===== src/rtl/usb_rw_sequencer_if.sv =====
// Handshake between usb_rw_sequencer (master) and the USB protocol FSM (slave).
// Separate tx/rx data buses replace the old tri-state bus.
interface usb_rw_sequencer_if #(
    parameter int DATA_W = 64
);
    logic              input_ready;
    logic              send_in;
    logic [6:0]        addr;
    logic [3:0]        endp;
    logic [DATA_W-1:0] tx_data;
    logic              free;
    logic              xfer_done;
    logic              bad;
    logic [DATA_W-1:0] rx_data;

    modport master (
        output input_ready, send_in, addr, endp, tx_data,
        input  free, xfer_done, bad, rx_data
    );

    modport slave (
        input  input_ready, send_in, addr, endp, tx_data,
        output free, xfer_done, bad, rx_data
    );
endinterface


===== src/rtl/usb_rw_sequencer.sv =====
// Memory-access sequencer: one address OUT, then a 1..2^BURST_W word IN/OUT burst.
// Define USB_RW_RETRY_EN to retry failed transactions up to MAX_RETRY times.
module usb_rw_sequencer #(
    parameter int         DATA_W    = 64,
    parameter int         PAGE_W    = 16,
    parameter int         BURST_W   = 3,
    parameter logic [6:0] DEV_ADDR  = 7'd5,
    parameter logic [3:0] ADDR_ENDP = 4'd4,
    parameter logic [3:0] DATA_ENDP = 4'd8,
    parameter int         MAX_RETRY = 3
) (
    input  logic               clk,
    input  logic               rst_L,
    input  logic               req,
    input  logic               read,
    input  logic [PAGE_W-1:0]  mempage,
    input  logic [BURST_W-1:0] len,
    input  logic [DATA_W-1:0]  wdata,
    output logic               wdata_pop,
    usb_rw_sequencer_if.master bus,
    output logic [DATA_W-1:0]  rdata,
    output logic               rdata_valid,
    output logic               busy,
    output logic               done,
    output logic               cancel
);

    typedef enum logic [2:0] {
        IDLE, A_ISSUE, A_WAIT, D_ISSUE, D_WAIT, FINISH
    } state_t;

    state_t             state;
    logic               read_q;
    logic [BURST_W-1:0] len_q;
    logic [BURST_W-1:0] word_cnt;
    logic [DATA_W-1:0]  hold_q;
    logic               issue_q;
    logic               send_in_q;
    logic [3:0]         endp_q;
    logic               first_try;
    logic               can_retry;
    logic               accept;

`ifdef USB_RW_RETRY_EN
    localparam int RETRY_W = $clog2(MAX_RETRY + 1);
    logic [RETRY_W-1:0] retry_cnt;

    assign first_try = (retry_cnt == '0);
    assign can_retry = (retry_cnt < RETRY_W'(MAX_RETRY));

    always_ff @(posedge clk or negedge rst_L) begin
        if (!rst_L) begin
            retry_cnt <= '0;
        end else if (state == IDLE && req) begin
            retry_cnt <= '0;
        end else if (state == A_WAIT || state == D_WAIT) begin
            if (bus.bad) begin
                if (can_retry)
                    retry_cnt <= retry_cnt + 1'b1;
            end else if (bus.xfer_done) begin
                retry_cnt <= '0;
            end
        end
    end
`else
    assign first_try = 1'b1;
    assign can_retry = 1'b0;
`endif

    // Payload lives in hold_q from issue until the next word, so a retry re-sends it unchanged.
    assign accept          = issue_q & bus.free;
    assign bus.input_ready = issue_q;
    assign bus.send_in     = send_in_q;
    assign bus.addr        = issue_q ? DEV_ADDR : 7'd0;
    assign bus.endp        = endp_q;
    assign bus.tx_data     = issue_q ? hold_q : '0;
    assign wdata_pop       = accept & (state == D_ISSUE) & ~read_q & first_try;

    always_ff @(posedge clk or negedge rst_L) begin
        if (!rst_L) begin
            state       <= IDLE;
            read_q      <= 1'b0;
            len_q       <= '0;
            word_cnt    <= '0;
            hold_q      <= '0;
            issue_q     <= 1'b0;
            send_in_q   <= 1'b0;
            endp_q      <= 4'd0;
            rdata       <= '0;
            rdata_valid <= 1'b0;
            busy        <= 1'b0;
            done        <= 1'b0;
            cancel      <= 1'b0;
        end else begin
            rdata_valid <= 1'b0;
            done        <= 1'b0;
            cancel      <= 1'b0;
            case (state)
                IDLE: begin
                    if (req) begin
                        read_q    <= read;
                        len_q     <= len;
                        word_cnt  <= '0;
                        hold_q    <= DATA_W'(mempage);
                        issue_q   <= 1'b1;
                        send_in_q <= 1'b0;
                        endp_q    <= ADDR_ENDP;
                        busy      <= 1'b1;
                        state     <= A_ISSUE;
                    end
                end
                A_ISSUE: begin
                    if (accept) begin
                        issue_q <= 1'b0;
                        endp_q  <= 4'd0;
                        state   <= A_WAIT;
                    end
                end
                A_WAIT: begin
                    if (bus.bad) begin
                        if (can_retry) begin
                            issue_q <= 1'b1;
                            endp_q  <= ADDR_ENDP;
                            state   <= A_ISSUE;
                        end else begin
                            done   <= 1'b1;
                            cancel <= 1'b1;
                            state  <= FINISH;
                        end
                    end else if (bus.xfer_done) begin
                        issue_q   <= 1'b1;
                        send_in_q <= read_q;
                        endp_q    <= DATA_ENDP;
                        hold_q    <= read_q ? '0 : wdata;
                        state     <= D_ISSUE;
                    end
                end
                D_ISSUE: begin
                    if (accept) begin
                        issue_q   <= 1'b0;
                        send_in_q <= 1'b0;
                        endp_q    <= 4'd0;
                        state     <= D_WAIT;
                    end
                end
                D_WAIT: begin
                    if (bus.bad) begin
                        if (can_retry) begin
                            issue_q   <= 1'b1;
                            send_in_q <= read_q;
                            endp_q    <= DATA_ENDP;
                            state     <= D_ISSUE;
                        end else begin
                            done   <= 1'b1;
                            cancel <= 1'b1;
                            state  <= FINISH;
                        end
                    end else if (bus.xfer_done) begin
                        if (read_q) begin
                            rdata       <= bus.rx_data;
                            rdata_valid <= 1'b1;
                        end
                        if (word_cnt == len_q) begin
                            done  <= 1'b1;
                            state <= FINISH;
                        end else begin
                            word_cnt  <= word_cnt + 1'b1;
                            issue_q   <= 1'b1;
                            send_in_q <= read_q;
                            endp_q    <= DATA_ENDP;
                            hold_q    <= read_q ? '0 : wdata;
                            state     <= D_ISSUE;
                        end
                    end
                end
                FINISH: begin
                    busy  <= 1'b0;
                    state <= IDLE;
                end
                default: state <= IDLE;
            endcase
        end
    end

endmodule


===== src/flat_wrapper.sv =====
// flat-port wrapper written by rule: the top's interface ports become plain ports
module usb_rw_sequencer_flat 
#(
    parameter int         DATA_W    = 64,
    parameter int         PAGE_W    = 16,
    parameter int         BURST_W   = 3,
    parameter logic [6:0] DEV_ADDR  = 7'd5,
    parameter logic [3:0] ADDR_ENDP = 4'd4,
    parameter logic [3:0] DATA_ENDP = 4'd8,
    parameter int         MAX_RETRY = 3
)
  (clk, rst_L, req, read, mempage, len, wdata, wdata_pop, rdata, rdata_valid, busy, done, cancel, bus_input_ready, bus_send_in, bus_addr, bus_endp, bus_tx_data, bus_free, bus_xfer_done, bus_bad, bus_rx_data);
  usb_rw_sequencer_if #(.DATA_W(DATA_W)) bus_i ();
  input  logic clk;
  input  logic rst_L;
  input  logic req;
  input  logic read;
  input  logic [PAGE_W-1:0] mempage;
  input  logic [BURST_W-1:0] len;
  input  logic [DATA_W-1:0] wdata;
  output logic wdata_pop;
  output logic [DATA_W-1:0] rdata;
  output logic rdata_valid;
  output logic busy;
  output logic done;
  output logic cancel;
  output wire logic [$bits(bus_i.input_ready)-1:0] bus_input_ready;
  output wire logic [$bits(bus_i.send_in)-1:0] bus_send_in;
  output wire logic [$bits(bus_i.addr)-1:0] bus_addr;
  output wire logic [$bits(bus_i.endp)-1:0] bus_endp;
  output wire logic [$bits(bus_i.tx_data)-1:0] bus_tx_data;
  input wire logic [$bits(bus_i.free)-1:0] bus_free;
  input wire logic [$bits(bus_i.xfer_done)-1:0] bus_xfer_done;
  input wire logic [$bits(bus_i.bad)-1:0] bus_bad;
  input wire logic [$bits(bus_i.rx_data)-1:0] bus_rx_data;
  assign bus_input_ready = bus_i.input_ready;
  assign bus_send_in = bus_i.send_in;
  assign bus_addr = bus_i.addr;
  assign bus_endp = bus_i.endp;
  assign bus_tx_data = bus_i.tx_data;
  assign bus_i.free = bus_free;
  assign bus_i.xfer_done = bus_xfer_done;
  assign bus_i.bad = bus_bad;
  assign bus_i.rx_data = bus_rx_data;
  usb_rw_sequencer #(.DATA_W(DATA_W), .PAGE_W(PAGE_W), .BURST_W(BURST_W), .DEV_ADDR(DEV_ADDR), .ADDR_ENDP(ADDR_ENDP), .DATA_ENDP(DATA_ENDP), .MAX_RETRY(MAX_RETRY)) u_core (.clk(clk), .rst_L(rst_L), .req(req), .read(read), .mempage(mempage), .len(len), .wdata(wdata), .wdata_pop(wdata_pop), .bus(bus_i), .rdata(rdata), .rdata_valid(rdata_valid), .busy(busy), .done(done), .cancel(cancel));
endmodule

===== config.mk =====
export PLATFORM = sky130hd
export DESIGN_NAME = usb_rw_sequencer_flat
export DESIGN_NICKNAME = d
export VERILOG_FILES = /design/src/rtl/usb_rw_sequencer_if.sv /design/src/rtl/usb_rw_sequencer.sv /design/src/flat_wrapper.sv
export SDC_FILE = /design/constraint.sdc
export NUM_CORES = 1
export LEC_CHECK = 0
export CORE_ASPECT_RATIO = 1.2
export CORE_MARGIN = 2
export CORE_UTILIZATION = 45
export CTS_CLUSTER_SIZE = 30
export DETAILED_ROUTE_END_ITERATION = 7
export PLACE_DENSITY = 0.85
export RECOVER_POWER = 100
export SLEW_MARGIN = 10
export SYNTH_ARGS = -nofsm -noshare
export SYNTH_HDL_FRONTEND = slang
export SYNTH_SLANG_ARGS = --single-unit

===== constraint.sdc =====
create_clock -name clk -period 5 [get_ports clk]
set_input_delay 1.5 -clock clk [delete_from_list [all_inputs] [get_ports clk]]
set_output_delay 1.5 -clock clk [all_outputs]
set_load 0.02 [all_outputs]

==> flow_summary.ini <==
[layout]
antennaDiodeCount = 0
area_growth_pct = 52.4
nNetsFinal = 1006
fin_area_um2 = 10300
drive_gt1_frac = 0.140

[synth]
synth_top_flop_cell = dfrtp_1
synth_warnings = 0
async_flop_share = 1.00
synth_area_leaders = dfrtp_1 (54%), mux2_2 (14%), mux2i_1 (7.3%), and2_1 (6.0%), nand2_1 (3.1%)
yosysMostFrequentCell = dfrtp_1
synth_enable_flop_cells = 0
synthCells = 571
synthTopCellsByCount = dfrtp_1 (146), mux2_2 (84), and2_1 (65)
seq_area_frac_synth = 0.541
syn_area_um2 = 6750
syn_area_per_cell_um2 = 11.8
synth-seq-cells = 146
synth_cell_types = 40
yosysTopAreaCell = dfrtp_1
yosysTopAreaCellShare = 0.541

[critical_path]
cp-start-kind = input pin
crit_type = in2reg
reg2reg_to = u_core.hold_q[21]
reg2regPathDepth = 5
end_kind = register
reg2reg_from = u_core.word_cnt[0]
arrival_ns = 4.86
cp_max_fo = 44
startpoint = bus_bad
r2r_slack_ns = 1.26
critPathRequiredTime_ns = 5.31

[floorplanning]
chipHeight_um = 138
coreArea_um2 = 14800
start_util = 0.455
rows = 49
dieArea_um2 = 16000
io_pins = 300
die_w_um = 116

[power_and_ir_drop]
p_per_area_nw_per_um2 = 523
totalPowerFinal_mw = 5.38
p_leak_nw = 5.04
ir_worst_vdd_v = 0.000244

[clock_tree]
root_buffer = clkbuf_16
cts.clk_slew.worst_paths_ns = 0.05
cts_hold_buf = 0
cts_buffers = 17
cts_tree = built
cts_max_path_buffers = 2
cts_setup_buffers = 0
cts_sinks = 146
ctsResizeCount = 0
clk_latency_ns = 0.41
htree_num_levels = 4

[sta]
final-hold-violation-count = 0
setup_viol = 0
fmax_mhz = 220
relSlewSlack = -0.339
fin_crit_sh = 0.909
rsz0062_at_grt = false
min_period_ns = 4.55
skew_ns = 0.0120
tns_ns = 0
worstMarginPinSlew_ns = 2.01
finalMaxSlewViolations = 200

[hold_path]
whs_path_depth = 1
hold_path_end = u_core.bus.endp[2]
hp-class = reg2reg
hold_start = u_core.bus.endp[2]

[global_routing]
grt_pass1_wl_mm = 27.6
grt_max_degree = 80
antenna_found_initial = 0
use_met3 = 0.106
grt-ovfl-total = 0
use_met1 = 0.256
grt_busiest_layer = met2
grt_use_met2 = 0.369
grt_pass1_vias = 5283
grt_usage = 0.223

[flow_run]
cap_violations = 3

[route]
vias_per_cell = 4.85
vias = 5169
route.final.wire_length_mm = 17.2
first_pass_iters = 4
ant_nets = 0
drt_iter0_markers = 197
drc_errors = 0
routedWlPerCell_um = 16.1

[placed_design]
io_buffers = 292
dpl.hpwl_mm = 12.4
gp_congestion = 0.773
placed_area_um2 = 9770

[status]
violations = max-capacitance violations, max-slew violations
outcome = complete, but fails checks
flip-flops by register name, summed over array words and instances, names as in the netlist, 2 cells and up:
| signal | count |
|---|---|
| u_core.hold_q | 64 |
| u_core.word_cnt | 3 |
| u_core.bus.endp | 2 |
| u_core.rdata | 64 |
| u_core.state | 3 |
| u_core.len_q | 3 |
worst max-delay path, stage by stage:
cell	delay (ns)
dlygate4sd3_1	0.65
and2b_1	0.26
o31ai_1	0.27
o32a_2	1.15
clkbuf_2	0.73
mux2i_1	0.27
routing by layer:
layer | part of all wire | wire (um)
met1 | 0.38 | 6460
met2 | 0.50 | 8620
met3 | 0.11 | 1830
met4 | 0.018 | 302
met5 | 0 | 0
per-stage QoR:
stage | setup WS [ns] | hold slack (ns) | instances | utilization
global route | 0.249 | 0.508 | 1066 | 0.693
floorplan | 1.40 | 0.470 | 577 | -
finish | 0.455 | 0.475 | 1066 | 0.693
detailed placement | 0.543 | 0.472 | 1036 | 0.658
CTS | 0.531 | 0.484 | 1066 | 0.698
global placement | 0.571 | 0.469 | 1036 | 0.658
kinds of logic after synthesis:
logic type / Yosys count / share of synthesized area
muxes: 134 / 0.215
buffers and inverters: 94 / 0.0691
DFF: 146 / 0.541
adders and majority gates: 1 / 0.00185
xor gates and xnor gates: 4 / 0.00519
AOI/OAI and AO/OA: 46 / 0.0549
other: 1 / 0.000555
and+or+nand+nor: 145 / 0.112
placed cells by master (no fill, tap or decap), types with 16 or more instances in the layout:
cell type / count
clkdlybuf4s50_1: 177
dfrtp_1: 146
dlygate4sd3_1: 114
mux2_2: 84
nand2_1: 56
inv_1: 52
mux2i_1: 49
and2_1: 44
and2_0: 21
clkbuf_16: 17
a22o_1: 16
area by class of cell:
| class | instances | area (um2) |
|---|---|---|
| Clock buffer | 18 | 429 |
| Clock inverter | 12 | 158 |
| Fill cell | 1154 | 4550 |
| Inverter | 52 | 195 |
| Multi-Input combinational cell | 337 | 2640 |
| Sequential cell | 146 | 3650 |
| Tap cell | 204 | 255 |
| Timing Repair Buffer | 297 | 2960 |
power by group:
part / internal, mW / leakage [nW] / switching, mW
clock network: 0.783 / 0.279 / 0.494
logic: 1.10 / 2.80 / 1.08
registers: 1.62 / 1.96 / 0.300
how the worst max path moves through the flow:
| stage | to | cells past startpoint | slack [ns] |
|---|---|---|---|
| 5_1_grt | bus_tx_data[39] | 3 | 0.25 |
| 4_1_cts | wdata_pop | 4 | 0.53 |
| 6_report | u_core.hold_q[21] | 6 | 0.45 |
| 3_3_place_gp | wdata_pop | 4 | 0.57 |
| 3_5_place_dp | wdata_pop | 4 | 0.54 |
| 2_1_floorplan | wdata_pop | 2 | 1.40 |
Power figures use the tool's default switching activity.
